`src/rtl/coin_timeout_return.sv`:
```
// Coin acceptor with purchase, overflow rejection and idle-timeout change return.
// IDLE handles purchase then coin credit; RETURN pays out the balance largest-coin first.
module coin_timeout_return #(
  parameter int NUM_COINS = 3,
  parameter int NUM_ITEMS = 4,
  parameter int BAL_W     = 16,
  parameter int TIMEOUT   = 100,
  parameter logic [NUM_COINS*BAL_W-1:0] COIN_VAL   = {16'd1000, 16'd500, 16'd100},
  parameter logic [NUM_ITEMS*BAL_W-1:0] ITEM_PRICE = {16'd2000, 16'd1000, 16'd500, 16'd400}
) (
  input  logic                 clk,
  input  logic                 reset,
  input  logic [NUM_COINS-1:0] i_input_coin,
  input  logic [NUM_ITEMS-1:0] i_select_item,
  input  logic                 i_trigger_return,
  output logic [NUM_COINS-1:0] o_return_coin,
  output logic [NUM_COINS-1:0] o_reject_coin,
  output logic [NUM_ITEMS-1:0] o_output_item,
  output logic [NUM_ITEMS-1:0] o_available_item,
  output logic [BAL_W-1:0]     o_balance,
  output logic [31:0]          wait_time,
  output logic                 o_busy
);

  localparam logic [0:0]     ST_IDLE   = 1'b0;
  localparam logic [0:0]     ST_RETURN = 1'b1;
  localparam logic [31:0]    TIMEOUT_W = 32'(TIMEOUT);
  localparam logic [BAL_W:0] BAL_MAX   = {1'b0, {BAL_W{1'b1}}};

  logic [0:0]           state_r;
  logic [0:0]           state_nx_s;
  logic [BAL_W-1:0]     bal_nx_s;
  logic [31:0]          wait_nx_s;
  logic [31:0]          wait_dec_s;
  logic [NUM_COINS-1:0] ret_nx_s;
  logic [NUM_COINS-1:0] rej_nx_s;
  logic [NUM_ITEMS-1:0] item_nx_s;
  logic [NUM_ITEMS-1:0] avail_s;
  logic [BAL_W:0]       run_s;
  logic                 hit_s;
  logic                 credit_s;
  logic                 ret_go_s;

  function automatic logic [BAL_W-1:0] coin_val(input int idx);
    return COIN_VAL[idx*BAL_W +: BAL_W];
  endfunction

  function automatic logic [BAL_W-1:0] item_price(input int idx);
    return ITEM_PRICE[idx*BAL_W +: BAL_W];
  endfunction

  // Affordability of each item against the registered balance.
  always_comb begin
    avail_s = {NUM_ITEMS{1'b0}};
    for (int i = 0; i < NUM_ITEMS; i++) begin
      avail_s[i] = (item_price(i) <= o_balance);
    end
  end

  assign o_available_item = (state_r == ST_IDLE) ? avail_s : {NUM_ITEMS{1'b0}};
  assign o_busy           = (state_r == ST_RETURN);
  assign wait_dec_s       = (wait_time == 32'd0) ? 32'd0 : (wait_time - 32'd1);

  // Next-state, balance, timer and pulse outputs.
  always_comb begin
    state_nx_s = state_r;
    bal_nx_s   = o_balance;
    wait_nx_s  = wait_time;
    ret_nx_s   = {NUM_COINS{1'b0}};
    rej_nx_s   = {NUM_COINS{1'b0}};
    item_nx_s  = {NUM_ITEMS{1'b0}};
    run_s      = {1'b0, o_balance};
    hit_s      = 1'b0;
    credit_s   = 1'b0;
    ret_go_s   = 1'b0;
    case (state_r)
      ST_IDLE: begin
        ret_go_s = ((wait_time == 32'd0) || i_trigger_return) && (o_balance != {BAL_W{1'b0}});
        if (ret_go_s) begin
          // Going to return wins over any purchase or credit this cycle.
          state_nx_s = ST_RETURN;
          rej_nx_s   = i_input_coin;
          wait_nx_s  = wait_dec_s;
        end else begin
          for (int i = 0; i < NUM_ITEMS; i++) begin
            if (!hit_s && i_select_item[i] && avail_s[i]) begin
              hit_s        = 1'b1;
              item_nx_s[i] = 1'b1;
              run_s        = run_s - {1'b0, item_price(i)};
            end else begin
              hit_s = hit_s;
            end
          end
          for (int i = 0; i < NUM_COINS; i++) begin
            if (i_input_coin[i] && ((run_s + {1'b0, coin_val(i)}) <= BAL_MAX)) begin
              run_s    = run_s + {1'b0, coin_val(i)};
              credit_s = 1'b1;
            end else begin
              rej_nx_s[i] = i_input_coin[i];
            end
          end
          bal_nx_s  = run_s[BAL_W-1:0];
          wait_nx_s = (hit_s || credit_s) ? TIMEOUT_W : wait_dec_s;
        end
      end
      ST_RETURN: begin
        rej_nx_s = i_input_coin;
        if (o_balance == {BAL_W{1'b0}}) begin
          state_nx_s = ST_IDLE;
          wait_nx_s  = TIMEOUT_W;
        end else if (o_balance < coin_val(0)) begin
          bal_nx_s = {BAL_W{1'b0}};
        end else begin
          for (int i = NUM_COINS - 1; i >= 0; i--) begin
            if (!hit_s && (coin_val(i) <= o_balance)) begin
              hit_s       = 1'b1;
              ret_nx_s[i] = 1'b1;
              bal_nx_s    = o_balance - coin_val(i);
            end else begin
              hit_s = hit_s;
            end
          end
        end
      end
      default: begin
        state_nx_s = ST_IDLE;
      end
    endcase
  end

  // State and registered outputs with synchronous reset.
  always_ff @(posedge clk) begin
    if (reset) begin
      state_r       <= ST_IDLE;
      o_balance     <= {BAL_W{1'b0}};
      wait_time     <= TIMEOUT_W;
      o_return_coin <= {NUM_COINS{1'b0}};
      o_reject_coin <= {NUM_COINS{1'b0}};
      o_output_item <= {NUM_ITEMS{1'b0}};
    end else begin
      state_r       <= state_nx_s;
      o_balance     <= bal_nx_s;
      wait_time     <= wait_nx_s;
      o_return_coin <= ret_nx_s;
      o_reject_coin <= rej_nx_s;
      o_output_item <= item_nx_s;
    end
  end

endmodule

```
`config.mk`:
```
export PLATFORM = sky130hd
export DESIGN_NAME = coin_timeout_return
export DESIGN_NICKNAME = d
export VERILOG_FILES = /design/src/rtl/coin_timeout_return.sv
export SDC_FILE = /design/constraint.sdc
export NUM_CORES = 1
export LEC_CHECK = 0
export CAP_MARGIN = 10
export CORE_MARGIN = 4
export CORE_UTILIZATION = 53
export CTS_CLUSTER_SIZE = 25
export DETAILED_ROUTE_END_ITERATION = 8
export PLACE_DENSITY = 0.77
export SYNTH_ARGS = -nofsm -noshare
export SYNTH_HDL_FRONTEND = slang
export SYNTH_SLANG_ARGS = --single-unit
export TNS_END_PERCENT = 50
```
`constraint.sdc`:
```
create_clock -name clk -period 7.9 [get_ports clk]
set_input_delay 1.185 -clock clk [delete_from_list [all_inputs] [get_ports clk]]
set_output_delay 1.185 -clock clk [all_outputs]
set_load 0.03 [all_outputs]
```
# Yosys cells after proc, flatten, opt, wreduce, memory -nomap -nowiden
# Cells that the tools add are included.
dict set report word_totals {
  input_bits 10
  reg_bits 59
  out_inout_bits 63
}
dict set report op_classes {
  order_cmp 9
  n_reduce_logical 26
  n_addsub 11
  n_bitwise 1
  n_mux 70
  n_eq_ne 4
}
# op count
set ops {}
lappend ops {{17-bit 2-to-1 mux} 18}
lappend ops {{32-bit 2-to-1 mux} 4}
lappend ops {{16-bit 2-to-1 mux} 7}
lappend ops {{32-bit one-hot mux with 2 select lines} 1}
lappend ops {{17-bit by 16-bit <= comparator with 1-bit output, second input constant} 3}
lappend ops {{1-bit 2-to-1 mux} 35}
lappend ops {{9-bit by 16-bit <= comparator with 1-bit output, first input constant} 2}
lappend ops {{32-bit logical NOT} 1}
lappend ops {{16-bit one-hot mux with 2 select lines} 1}
lappend ops {{32-bit by 1-bit subtractor with 32-bit output, second input constant} 1}
lappend ops {{17-bit by 10-bit adder with 17-bit output, second input constant} 1}
lappend ops {{17-bit by 7-bit adder with 17-bit output, second input constant} 1}
lappend ops {{17-bit by 9-bit adder with 17-bit output, second input constant} 1}
lappend ops {{16-bit by 9-bit subtractor with 17-bit output, second input constant} 1}
lappend ops {{17-bit by 10-bit subtractor with 17-bit output, second input constant} 1}
lappend ops {{17-bit by 11-bit subtractor with 17-bit output, second input constant} 1}
lappend ops {{17-bit by 9-bit subtractor with 17-bit output, second input constant} 1}
lappend ops {{10-bit by 16-bit <= comparator with 1-bit output, first input constant} 1}
lappend ops {{11-bit by 16-bit <= comparator with 1-bit output, first input constant} 1}
lappend ops {{7-bit by 16-bit <= comparator with 1-bit output, first input constant} 1}
lappend ops {{16-bit logical NOT} 1}
lappend ops {{16-bit by 7-bit less-than comparator with 1-bit output, second input constant} 1}
lappend ops {{16-bit nonzero test} 1}
lappend ops {{16-bit by 10-bit subtractor with 16-bit output, second input constant} 1}
lappend ops {{16 further kinds} 34}

# Depth between registers and ports, before layout
# Gate-level depths: netlist of run 1.
dict set report depth {
  word_depth 45
  mapped_depth 40
  depth_no_buf 35
}

# Worst setup path before layout of run 1
# Ideal clock, no wire load.
dict set report synth_timing {
  path_type {register to register}
  startpoint {register o_balance[3]}
  endpoint {register wait_time[13]}
  path_stages_with_launch 37
  setup_time_ps 58
  path_buffers 5
  arrival_ps 8315
  required_ps 7842
  synth_period_minus_slack_ps 8373
  setup_slack_ps -473
  path_cell_list {dfxtp_1 clkbuf_1 inv_1 ha_1 and4b_1 a2111o_1 o21ai_4 buf_4 o21ai_1 xnor2_1 ha_1 a211oi_1 a2111oi_0 a211o_1 ha_1 nor4_1 o21ai_0 xor2_1 nor2_1 a311oi_4 nor2_1 mux2_2 ha_1 inv_1 o2111ai_1 a21oi_1 or2_1 buf_2 nand4b_1 mux2_2 a41oi_2 a21oi_1 or3_1 buf_2 buf_6 nor4_1 a21o_1}
}
dict set report synth_via {
  elab_chain_cells 45
  elab_cells_between_ends 70
  classes_between {add/sub: 7; order compare: 7; eq/ne: 1; mux: 38; reduce/logical: 17}
}
# element line
set synth_rtl {}
lappend synth_rtl {{from (decl)} 20} ;# output logic [BAL_W-1:0] o_balance,
lappend synth_rtl {{from (signal assigned)} 135} ;# o_balance <= {BAL_W{1'b0}};
lappend synth_rtl {{from (signal assigned)} 142} ;# o_balance <= bal_nx_s;
lappend synth_rtl {{parallel branches: the longest is 45 deep, another holds 17-bit by 9-bit subtractor with 17-bit output} --}
lappend synth_rtl {{to (signal assigned)} 143} ;# wait_time <= wait_nx_s;
lappend synth_rtl {{to (decl)} 21} ;# output logic [31:0] wait_time,
# Parallel ways; which one is timed is not known. The select of a mux whose other input is x is not followed.
# A chain may end at the register's enable or synchronous reset.

# Final worst setup path of run 1
dict set report layout_timing {
  startpoint {register o_balance[13]}
  endpoint {register wait_time[13]}
}
# Same word-level chain as after synthesis.

==> impl_results.html, run 1 <==
<table>
<tr><th>Metric</th><th>Value</th></tr>
<tr><th colspan="2">Run status</th></tr>
<tr><td>Result of the run</td><td>finished, final reports clean</td></tr>
<tr><th colspan="2">Floorplan</th></tr>
<tr><td>Die boundary height</td><td>122 um</td></tr>
<tr><td>Area inside the core boundary</td><td>12600 um2</td></tr>
<tr><td>Die Outline Area</td><td>14800 um2</td></tr>
<tr><td>Total number of placement rows</td><td>41</td></tr>
<tr><td>IO Count</td><td>73</td></tr>
<tr><td>Horizontal extent of the die</td><td>122 um</td></tr>
<tr><td>Initial Utilization</td><td>54.2%</td></tr>
<tr><th colspan="2">Global routing</th></tr>
<tr><td>Via count of the first global-routing pass</td><td>7305</td></tr>
<tr><td>Largest net degree at the start of global routing</td><td>45</td></tr>
<tr><td>Initial antenna violation count</td><td>0</td></tr>
<tr><td>Aggregate global-route resource usage</td><td>31.0%</td></tr>
<tr><td>Grt total ovfl</td><td>0</td></tr>
<tr><td>First-pass GRT wire length</td><td>37600 um</td></tr>
<tr><th colspan="2">Power and ir drop</th></tr>
<tr><td>Portion of total power attributed to the clock network</td><td>8.1%</td></tr>
<tr><td>Internal power contribution</td><td>2.24 mW</td></tr>
<tr><td>Design Power</td><td>4.67 mW</td></tr>
<tr><td>Maximum vdd drop</td><td>402 uV</td></tr>
<tr><td>Ratio of total power to cell area</td><td>516 nW/um2</td></tr>
<tr><td>Relative contribution of combinational cells to total power</td><td>83.7%</td></tr>
<tr><td>Static power due to leakage</td><td>3.52 nW</td></tr>
<tr><td>Net Switching</td><td>2.43 mW</td></tr>
<tr><td>Proportion of total power due to net switching</td><td>52.0%</td></tr>
<tr><td>Share of power burned in registers</td><td>8.2%</td></tr>
<tr><th colspan="2">Yosys</th></tr>
<tr><td>FF+latch count, synth</td><td>57</td></tr>
<tr><td>Async set or reset register ratio after synthesis</td><td>0%</td></tr>
<tr><td>Largest family of logic cells by synthesized area</td><td>compound AO/OA/AOI/OAI gates</td></tr>
<tr><td>Most instantiated flip-flop cell in the synthesis netlist</td><td>sky130_fd_sc_hd__dfxtp_1</td></tr>
<tr><td>Compound-Gate Fraction of Synth Area</td><td>31.9%</td></tr>
<tr><td>Sequential element share of the synthesized area</td><td>16.7%</td></tr>
<tr><td>Post-synthesis instance total</td><td>955</td></tr>
<tr><td>Cell Area, Synth</td><td>6840 um2</td></tr>
<tr><td>Warnings, synthesis</td><td>0</td></tr>
<tr><td>Share of synthesized area spent on multiplexers</td><td>2.94%</td></tr>
<tr><td>Synthesized-area fraction occupied by adder cells</td><td>3.66%</td></tr>
<tr><td>Synthesized area per cell</td><td>7.17 um2</td></tr>
<tr><td>Simple-gate share of the synthesized area</td><td>29.9%</td></tr>
<tr><td>Post-synthesis cell type count</td><td>93</td></tr>
<tr><td>Post-synthesis share of cell area spent on xor and xnor gates</td><td>9.96%</td></tr>
<tr><td>Number of enable flip-flop cells after synthesis</td><td>0</td></tr>
<tr><th colspan="2">Clock network</th></tr>
<tr><td>Number of H-tree levels</td><td>3</td></tr>
<tr><td>Total CTS buffers</td><td>9</td></tr>
<tr><td>Sink Count</td><td>57</td></tr>
<tr><td>Clock slew at reported path FFs</td><td>0.05 ns</td></tr>
<tr><td>Insertion delay to the later sink of the worst-skew pair</td><td>0.33 ns</td></tr>
<tr><td>Hold_buf cts</td><td>0</td></tr>
<tr><td>Maximum count of clock buffers along a single path</td><td>2</td></tr>
<tr><td>Clock tree root buffer cell</td><td>sky130_fd_sc_hd__clkbuf_16</td></tr>
<tr><td>TritonCTS clock tree</td><td>done</td></tr>
<tr><th colspan="2">Cells and area</th></tr>
<tr><td>Diode insertion count for antenna repair</td><td>0</td></tr>
<tr><td>Count of placed standard cells in the final layout, fillers left out</td><td>1284</td></tr>
<tr><td>Filler Cells Inserted</td><td>1069</td></tr>
<tr><td>Layout-stage area growth over the synthesis result</td><td>32.1%</td></tr>
<tr><td>Number of nets in the layout</td><td>1137</td></tr>
<tr><td>Fraction of layout cells with a size suffix above 1</td><td>20.1%</td></tr>
<tr><th colspan="2">Placement</th></tr>
<tr><td>Number of placed instances with taps included</td><td>1250</td></tr>
<tr><td>GPL Wtd Cong</td><td>0.972</td></tr>
<tr><td>PortBufs</td><td>70</td></tr>
<tr><td>Post-DP HPWL</td><td>18300 um</td></tr>
<tr><td>Placement Setup Slack</td><td>-0.289 ns</td></tr>
<tr><th colspan="2">Job</th></tr>
<tr><td>Max-capacitance violation count</td><td>0</td></tr>
<tr><th colspan="2">STA</th></tr>
<tr><td>Number of hold-slack violations in the final timing report</td><td>0</td></tr>
<tr><td>Final hold slack</td><td>0.497 ns</td></tr>
<tr><td>Period Utilization, post-route</td><td>97.8%</td></tr>
<tr><td>Peak Freq</td><td>129 MHz</td></tr>
<tr><td>Final clock skew</td><td>0.00757 ns</td></tr>
<tr><td>Final setup slack of the worst path</td><td>0.172 ns</td></tr>
<tr><td>Worst slew margin relative to its limit</td><td>22.0%</td></tr>
<tr><td>Min cycle time layout</td><td>7.73 ns</td></tr>
<tr><td>Count of pins over their slew limit</td><td>0</td></tr>
<tr><td>Transition at the pin with the smallest max-transition slack</td><td>1.17 ns</td></tr>
<tr><td>Finish-stage setup viols</td><td>0</td></tr>
<tr><th colspan="2">Worst setup path</th></tr>
<tr><td>Critical-path top delay cell</td><td>sky130_fd_sc_hd__or4_4</td></tr>
<tr><td>Crit path capture type</td><td>flop</td></tr>
<tr><td>Worst-path fanout max</td><td>7</td></tr>
<tr><td>Delay of the slowest cell on the worst path</td><td>0.60 ns</td></tr>
<tr><td>Worst setup path category</td><td>flop to flop</td></tr>
<tr><td>Required time of the critical path</td><td>8.18 ns</td></tr>
<tr><td>Endpoint arrival time on the critical path</td><td>8.01 ns</td></tr>
<tr><td>Kind of start point of the critical path</td><td>flop</td></tr>
<tr><th colspan="2">Drt</th></tr>
<tr><td>Number of search-and-repair iterations in the first detailed-routing pass</td><td>5</td></tr>
<tr><td>Drt first-iter violations</td><td>996</td></tr>
<tr><td>Final routed DRC violation total</td><td>0</td></tr>
<tr><td>Detail Route Antenna Nets</td><td>0</td></tr>
<tr><td>Routed WL</td><td>24900 um</td></tr>
<tr><td>Vias/cell</td><td>6.44</td></tr>
<tr><td>Vias</td><td>8272</td></tr>
<tr><td>Per-cell routed wire length</td><td>19.4 um</td></tr>
<tr><th colspan="2">Min path</th></tr>
<tr><td>Min-Delay Path Class</td><td>flop to flop</td></tr>
</table>
## final cells by class
class / count / area (um2) / area share (%)
Clock buffer: 11 / 233 / 2.57
Clock inverter: 5 / 56.3 / 0.623
Inverter: 27 / 101 / 1.12
Multi-Input combinational cell: 822 / 5630 / 62.2
Sequential cell: 57 / 1140 / 12.6
Tap cell: 172 / 215 / 2.38
Timing Repair Buffer: 190 / 1670 / 18.4
## placed cells by master, fill, tap and decap left out, types with 32 or more instances in the layout
cell type and count:
sky130_fd_sc_hd__buf_4 116, sky130_fd_sc_hd__nor2_1 98, sky130_fd_sc_hd__nand2_1 83, sky130_fd_sc_hd__clkdlybuf4s50_1 70
sky130_fd_sc_hd__o21ai_0 57, sky130_fd_sc_hd__dfxtp_1 56, sky130_fd_sc_hd__a21oi_1 52, sky130_fd_sc_hd__xnor2_1 49
sky130_fd_sc_hd__nor3_1 38, sky130_fd_sc_hd__nand3_1 32
## worst paths after layout
check / startpoint / to / slack, ns / cells past startpoint
setup / recovery: o_balance[13] / wait_time[13] / 0.17 / 32
hold / removal: wait_time[20] / wait_time[20] / 0.50 / 2
setup reg to reg: o_balance[13] / wait_time[13] / 0.17 / 32
hold reg to reg: wait_time[20] / wait_time[20] / 0.50 / 2
## flip-flops by register name (all words and copies together) (netlist names)
| name | cells |
|---|---|
| o_busy | 1 |
| o_return_coin | 3 |
| o_output_item | 4 |
| o_reject_coin | 3 |
| wait_time | 32 |
| o_balance | 14 |
## cells in the mapped netlist (18+ instances only)
master | count | area share, %
sky130_fd_sc_hd__nor2_1 | 105 | 5.8
sky130_fd_sc_hd__nand2_1 | 84 | 4.6
sky130_fd_sc_hd__dfxtp_1 | 57 | 17
sky130_fd_sc_hd__o21ai_0 | 57 | 4.2
sky130_fd_sc_hd__a21oi_1 | 55 | 4.0
sky130_fd_sc_hd__xnor2_1 | 51 | 6.5
sky130_fd_sc_hd__nor3_1 | 39 | 2.9
sky130_fd_sc_hd__clkbuf_1 | 33 | 1.8
sky130_fd_sc_hd__nand3_1 | 33 | 2.4
sky130_fd_sc_hd__inv_1 | 27 | 1.5
sky130_fd_sc_hd__a21o_1 | 25 | 2.7
sky130_fd_sc_hd__xor2_1 | 25 | 3.2
sky130_fd_sc_hd__o211ai_1 | 24 | 2.6
sky130_fd_sc_hd__o21ai_1 | 22 | 1.6
sky130_fd_sc_hd__ha_1 | 20 | 3.7
sky130_fd_sc_hd__nor4_1 | 18 | 1.6
## worst max-delay path, delay by kind of cell, from the launching register on
| family | cells | cell delay [ns] |
|---|---|---|
| buf+inv | 2 | 0.25 |
| fa+ha+maj | 2 | 0.48 |
| simple gates | 11 | 2.72 |
| compound gates | 15 | 3.21 |
| mux | 2 | 0.69 |
| flops | 1 | 0.30 |
## cells by family after synthesis
group,count (synthesis)
simple gates,398
compound gates,306
xor+xnor,77
buf+inv,77
flops,57
fa+ha+maj,20
mux,19
other cells,1
## what timing repair did
item,in CTS,in global routing
buffers inserted,0,15
resized for setup,1,50
setup endpoints to repair,5,45
pin swaps,0,24
gates cloned,0,3
## power by group through the flow
stage          clock network (mW)  logic, mW  registers (mW)
2_1_floorplan                   0       2.27           0.433
3_5_place_dp                    0       3.52           0.385
6_report                    0.379       3.91           0.383
5_1_grt                     0.399       4.18           0.388
4_1_cts                     0.382       3.56           0.379
3_3_place_gp                    0       3.50           0.387
## routing by layer
layer  vias up  part of all wire (%)  track usage, %
li1       3877                     -               -
met5         -                     0               0
met2       434                    45            48.2
met1      3906                    43            43.5
met3        55                   9.2            6.13
met4         0                   2.6            9.10
## per-stage QoR
stage	setup TNS (ns)	area (um2)	util, %
floorplan	0	6880	-
global placement	-0.330	8340	66.1
detailed placement	-7.50	8340	66.1
CTS	0	8630	68.4
global route	-1.08	9040	71.7
finish	0	9040	71.7
Power figures use the tool's default switching activity.
==> inputs of run 2 (changes only) <==
- CORE_UTILIZATION: 53 -> 60
- DONT_BUFFER_PORTS: default -> 1
- GPL_ROUTABILITY_DRIVEN: default -> 0
- PLACE_DENSITY: 0.77 -> 0.78
==> run 2 against run 1 <==
Effect of this change:
- cell count decreased by 11%
- worst setup slack got worse by 0.081 ns
- clock power decreased by 3%
- hold slack improved by 0.065 ns
- final area decreased by 12%
- sequential power increased by 6.3%
- highest routed layer is now met5
- largest power group unchanged
- critical endpoint is now wait_time[29]
- non-clock buffer count decreased by 110
- combinational power decreased by 9.5%
- first-iteration DRC count increased by 10%
- die area decreased by 11%
- maximum frequency decreased by 1.0%
==> impl_results.html, run 2 (synthesized netlist as in run 1, its figures left out) <==
<table>
<tr><th>Metric</th><th>Value</th></tr>
<tr><th colspan="2">Worst setup path</th></tr>
<tr><td>Number of buffer and inverter stages on the critical path</td><td>2</td></tr>
<tr><td>Required time of the critical path</td><td>8.18 ns</td></tr>
<tr><td>Worst-path fanout max</td><td>22</td></tr>
<tr><td>Critical-path top delay cell</td><td>sky130_fd_sc_hd__or4_4</td></tr>
<tr><td>Delay of the slowest cell on the worst path</td><td>0.55 ns</td></tr>
<tr><td>Kind of start point of the critical path</td><td>flop</td></tr>
<tr><td>Endpoint arrival time on the critical path</td><td>8.09 ns</td></tr>
<tr><td>Launching point of the worst reg2reg path</td><td>o_balance[11]</td></tr>
<tr><td>Setup crit start</td><td>o_balance[11]</td></tr>
<tr><td>Crit path capture type</td><td>flop</td></tr>
<tr><td>Worst setup path category</td><td>flop to flop</td></tr>
<tr><td>Critical path's top delay family</td><td>compound AO/OA/AOI/OAI gates</td></tr>
<tr><th colspan="2">Cells and area</th></tr>
<tr><td>Final standard cell utilization of the core</td><td>72.7%</td></tr>
<tr><td>Leading cell types in the layout, fill and taps excluded</td><td>103 x sky130_fd_sc_hd__nor2_1, 83 x sky130_fd_sc_hd__nand2_1, 77 x sky130_fd_sc_hd__buf_4</td></tr>
<tr><td>Count of placed standard cells in the final layout, fillers left out</td><td>1142</td></tr>
<tr><td>Diode insertion count for antenna repair</td><td>0</td></tr>
<tr><td>Fraction of layout cells with a size suffix above 1</td><td>18.7%</td></tr>
<tr><td>Registers with the most flip-flops</td><td>wait_time: 32 flops, o_balance: 14 flops, o_output_item: 4 flops</td></tr>
<tr><td>Layout-stage area growth over the synthesis result</td><td>16.7%</td></tr>
<tr><td>Commonest non-fill, non-tap cell in the layout</td><td>sky130_fd_sc_hd__nor2_1</td></tr>
<tr><td>Largest register FFs</td><td>32</td></tr>
<tr><td>Most flops, register</td><td>wait_time</td></tr>
<tr><td>Number of nets in the layout</td><td>1028</td></tr>
<tr><th colspan="2">Min path</th></tr>
<tr><td>Min-Delay Path Class</td><td>flop to flop</td></tr>
<tr><td>Hold Startpoint</td><td>o_balance[2]</td></tr>
<tr><th colspan="2">Clock network</th></tr>
<tr><td>Clock tree root buffer cell</td><td>sky130_fd_sc_hd__clkbuf_16</td></tr>
<tr><td>Clock slew at reported path FFs</td><td>0.05 ns</td></tr>
<tr><td>Maximum count of clock buffers along a single path</td><td>2</td></tr>
<tr><td>Number of H-tree levels</td><td>3</td></tr>
<tr><td>Insertion delay to the later sink of the worst-skew pair</td><td>0.33 ns</td></tr>
<tr><td>TritonCTS clock tree</td><td>done</td></tr>
<tr><td>Sink Count</td><td>57</td></tr>
<tr><td>Total CTS buffers</td><td>9</td></tr>
<tr><th colspan="2">Global routing</th></tr>
<tr><td>Grt total ovfl</td><td>0</td></tr>
<tr><td>Via count of the first global-routing pass</td><td>6864</td></tr>
<tr><td>Aggregate global-route resource usage</td><td>33.0%</td></tr>
<tr><td>First-pass GRT wire length</td><td>35700 um</td></tr>
<tr><td>Initial antenna violation count</td><td>1</td></tr>
<tr><td>Largest net degree at the start of global routing</td><td>45</td></tr>
<tr><th colspan="2">STA</th></tr>
<tr><td>Min cycle time layout</td><td>7.81 ns</td></tr>
<tr><td>Number of hold-slack violations in the final timing report</td><td>0</td></tr>
<tr><td>Period Utilization, post-route</td><td>98.9%</td></tr>
<tr><td>Final setup slack of the worst path</td><td>0.0902 ns</td></tr>
<tr><td>Worst slew margin relative to its limit</td><td>27.0%</td></tr>
<tr><td>Final hold slack</td><td>0.562 ns</td></tr>
<tr><td>Peak Freq</td><td>128 MHz</td></tr>
<tr><td>Transition at the pin with the smallest max-transition slack</td><td>1.09 ns</td></tr>
<tr><td>Final clock skew</td><td>0.00471 ns</td></tr>
<tr><td>Finish-stage setup viols</td><td>0</td></tr>
<tr><td>Count of pins over their slew limit</td><td>0</td></tr>
<tr><th colspan="2">Floorplan</th></tr>
<tr><td>IO Count</td><td>73</td></tr>
<tr><td>Die boundary height</td><td>115 um</td></tr>
<tr><td>Die Outline Area</td><td>13200 um2</td></tr>
<tr><td>Total number of placement rows</td><td>38</td></tr>
<tr><td>Area inside the core boundary</td><td>11000 um2</td></tr>
<tr><td>Horizontal extent of the die</td><td>115 um</td></tr>
<tr><td>Initial Utilization</td><td>62.3%</td></tr>
<tr><th colspan="2">Placement</th></tr>
<tr><td>PortBufs</td><td>0</td></tr>
<tr><td>Number of placed instances with taps included</td><td>1109</td></tr>
<tr><td>Post-DP HPWL</td><td>17000 um</td></tr>
<tr><td>Placement Setup Slack</td><td>-0.110 ns</td></tr>
<tr><th colspan="2">Drt</th></tr>
<tr><td>Number of search-and-repair iterations in the first detailed-routing pass</td><td>6</td></tr>
<tr><td>Per-cell routed wire length</td><td>20.7 um</td></tr>
<tr><td>Detail Route Antenna Nets</td><td>0</td></tr>
<tr><td>Final routed DRC violation total</td><td>0</td></tr>
<tr><td>Vias</td><td>7944</td></tr>
<tr><td>Routed WL</td><td>23700 um</td></tr>
<tr><td>Vias/cell</td><td>6.96</td></tr>
<tr><td>Drt first-iter violations</td><td>1097</td></tr>
<tr><th colspan="2">Power and ir drop</th></tr>
<tr><td>Ratio of total power to cell area</td><td>540 nW/um2</td></tr>
<tr><td>Maximum vdd drop</td><td>357 uV</td></tr>
<tr><td>Static power due to leakage</td><td>3.06 nW</td></tr>
<tr><th colspan="2">Run status</th></tr>
<tr><td>Result of the run</td><td>finished, final reports clean</td></tr>
<tr><th colspan="2">Job</th></tr>
<tr><td>Max-capacitance violation count</td><td>0</td></tr>
</table>
## run 2: layer usage
layer / vias up / track usage [%] / share of wire [%]
met5: - / 0 / 0.030
met4: 2 / 11.1 / 3.9
met3: 93 / 7.05 / 11
met2: 532 / 51.0 / 45
met1: 3668 / 45.8 / 41
li1: 3649 / - / -
## run 2: path summary, 6_finish.rpt
| path | to | slack, ns | cells past startpoint |
|---|---|---|---|
| max | wait_time[29] | 0.09 | 31 |
| min | o_balance[2] | 0.56 | 2 |
| max reg2reg | wait_time[29] | 0.09 | 31 |
| min reg2reg | o_balance[2] | 0.56 | 2 |
## run 2: cell type report
cell class | instances | area [um2]
Clock buffer | 12 | 267
Clock inverter | 3 | 15.0
Fill cell | 865 | 3000
Inverter | 27 | 105
Multi-Input combinational cell | 823 | 5650
Sequential cell | 57 | 1140
Tap cell | 140 | 175
Timing Repair Buffer | 80 | 634
## run 2: power breakdown
group,leakage (nW),total [mW],switching (mW),internal (mW)
clock,0.144,0.368,0.134,0.234
combinational,2.45,3.54,2.18,1.36
sequential,0.464,0.407,0.0787,0.329
total,3.06,4.31,2.39,1.92
## run 2: through the flow
step                setup TNS [ns]  area [um2]  total power [mW]
global placement                 0        7290              3.47
detailed placement          -0.685        7290              3.50
global route                 -2.09        7990              4.57
floorplan                        0        6880              2.70
finish                           0        7990              4.31
CTS                        -0.0304        7610              3.93
## run 2: worst register-to-register path: cells and delay by family (launching register included)
kind,cells,cell delay (ns)
AO/OA/AOI/OAI,15,3.29
XOR/XNOR,1,0.16
adder cells (fa/ha/maj),2,0.51
buffers and inverters,2,0.30
flip-flops,1,0.32
multiplexers,2,0.69
AND/OR/NAND/NOR,9,2.46
## run 2: repair_timing
| item | in CTS | in global routing |
|---|---|---|
| hold buffers | 0 | 0 |
| setup buffers | 1 | 15 |
| gates resized for setup | 6 | 49 |
| cloned | 0 | 2 |
| pin swaps | 0 | 15 |
| setup endpoints to repair | 23 | 45 |
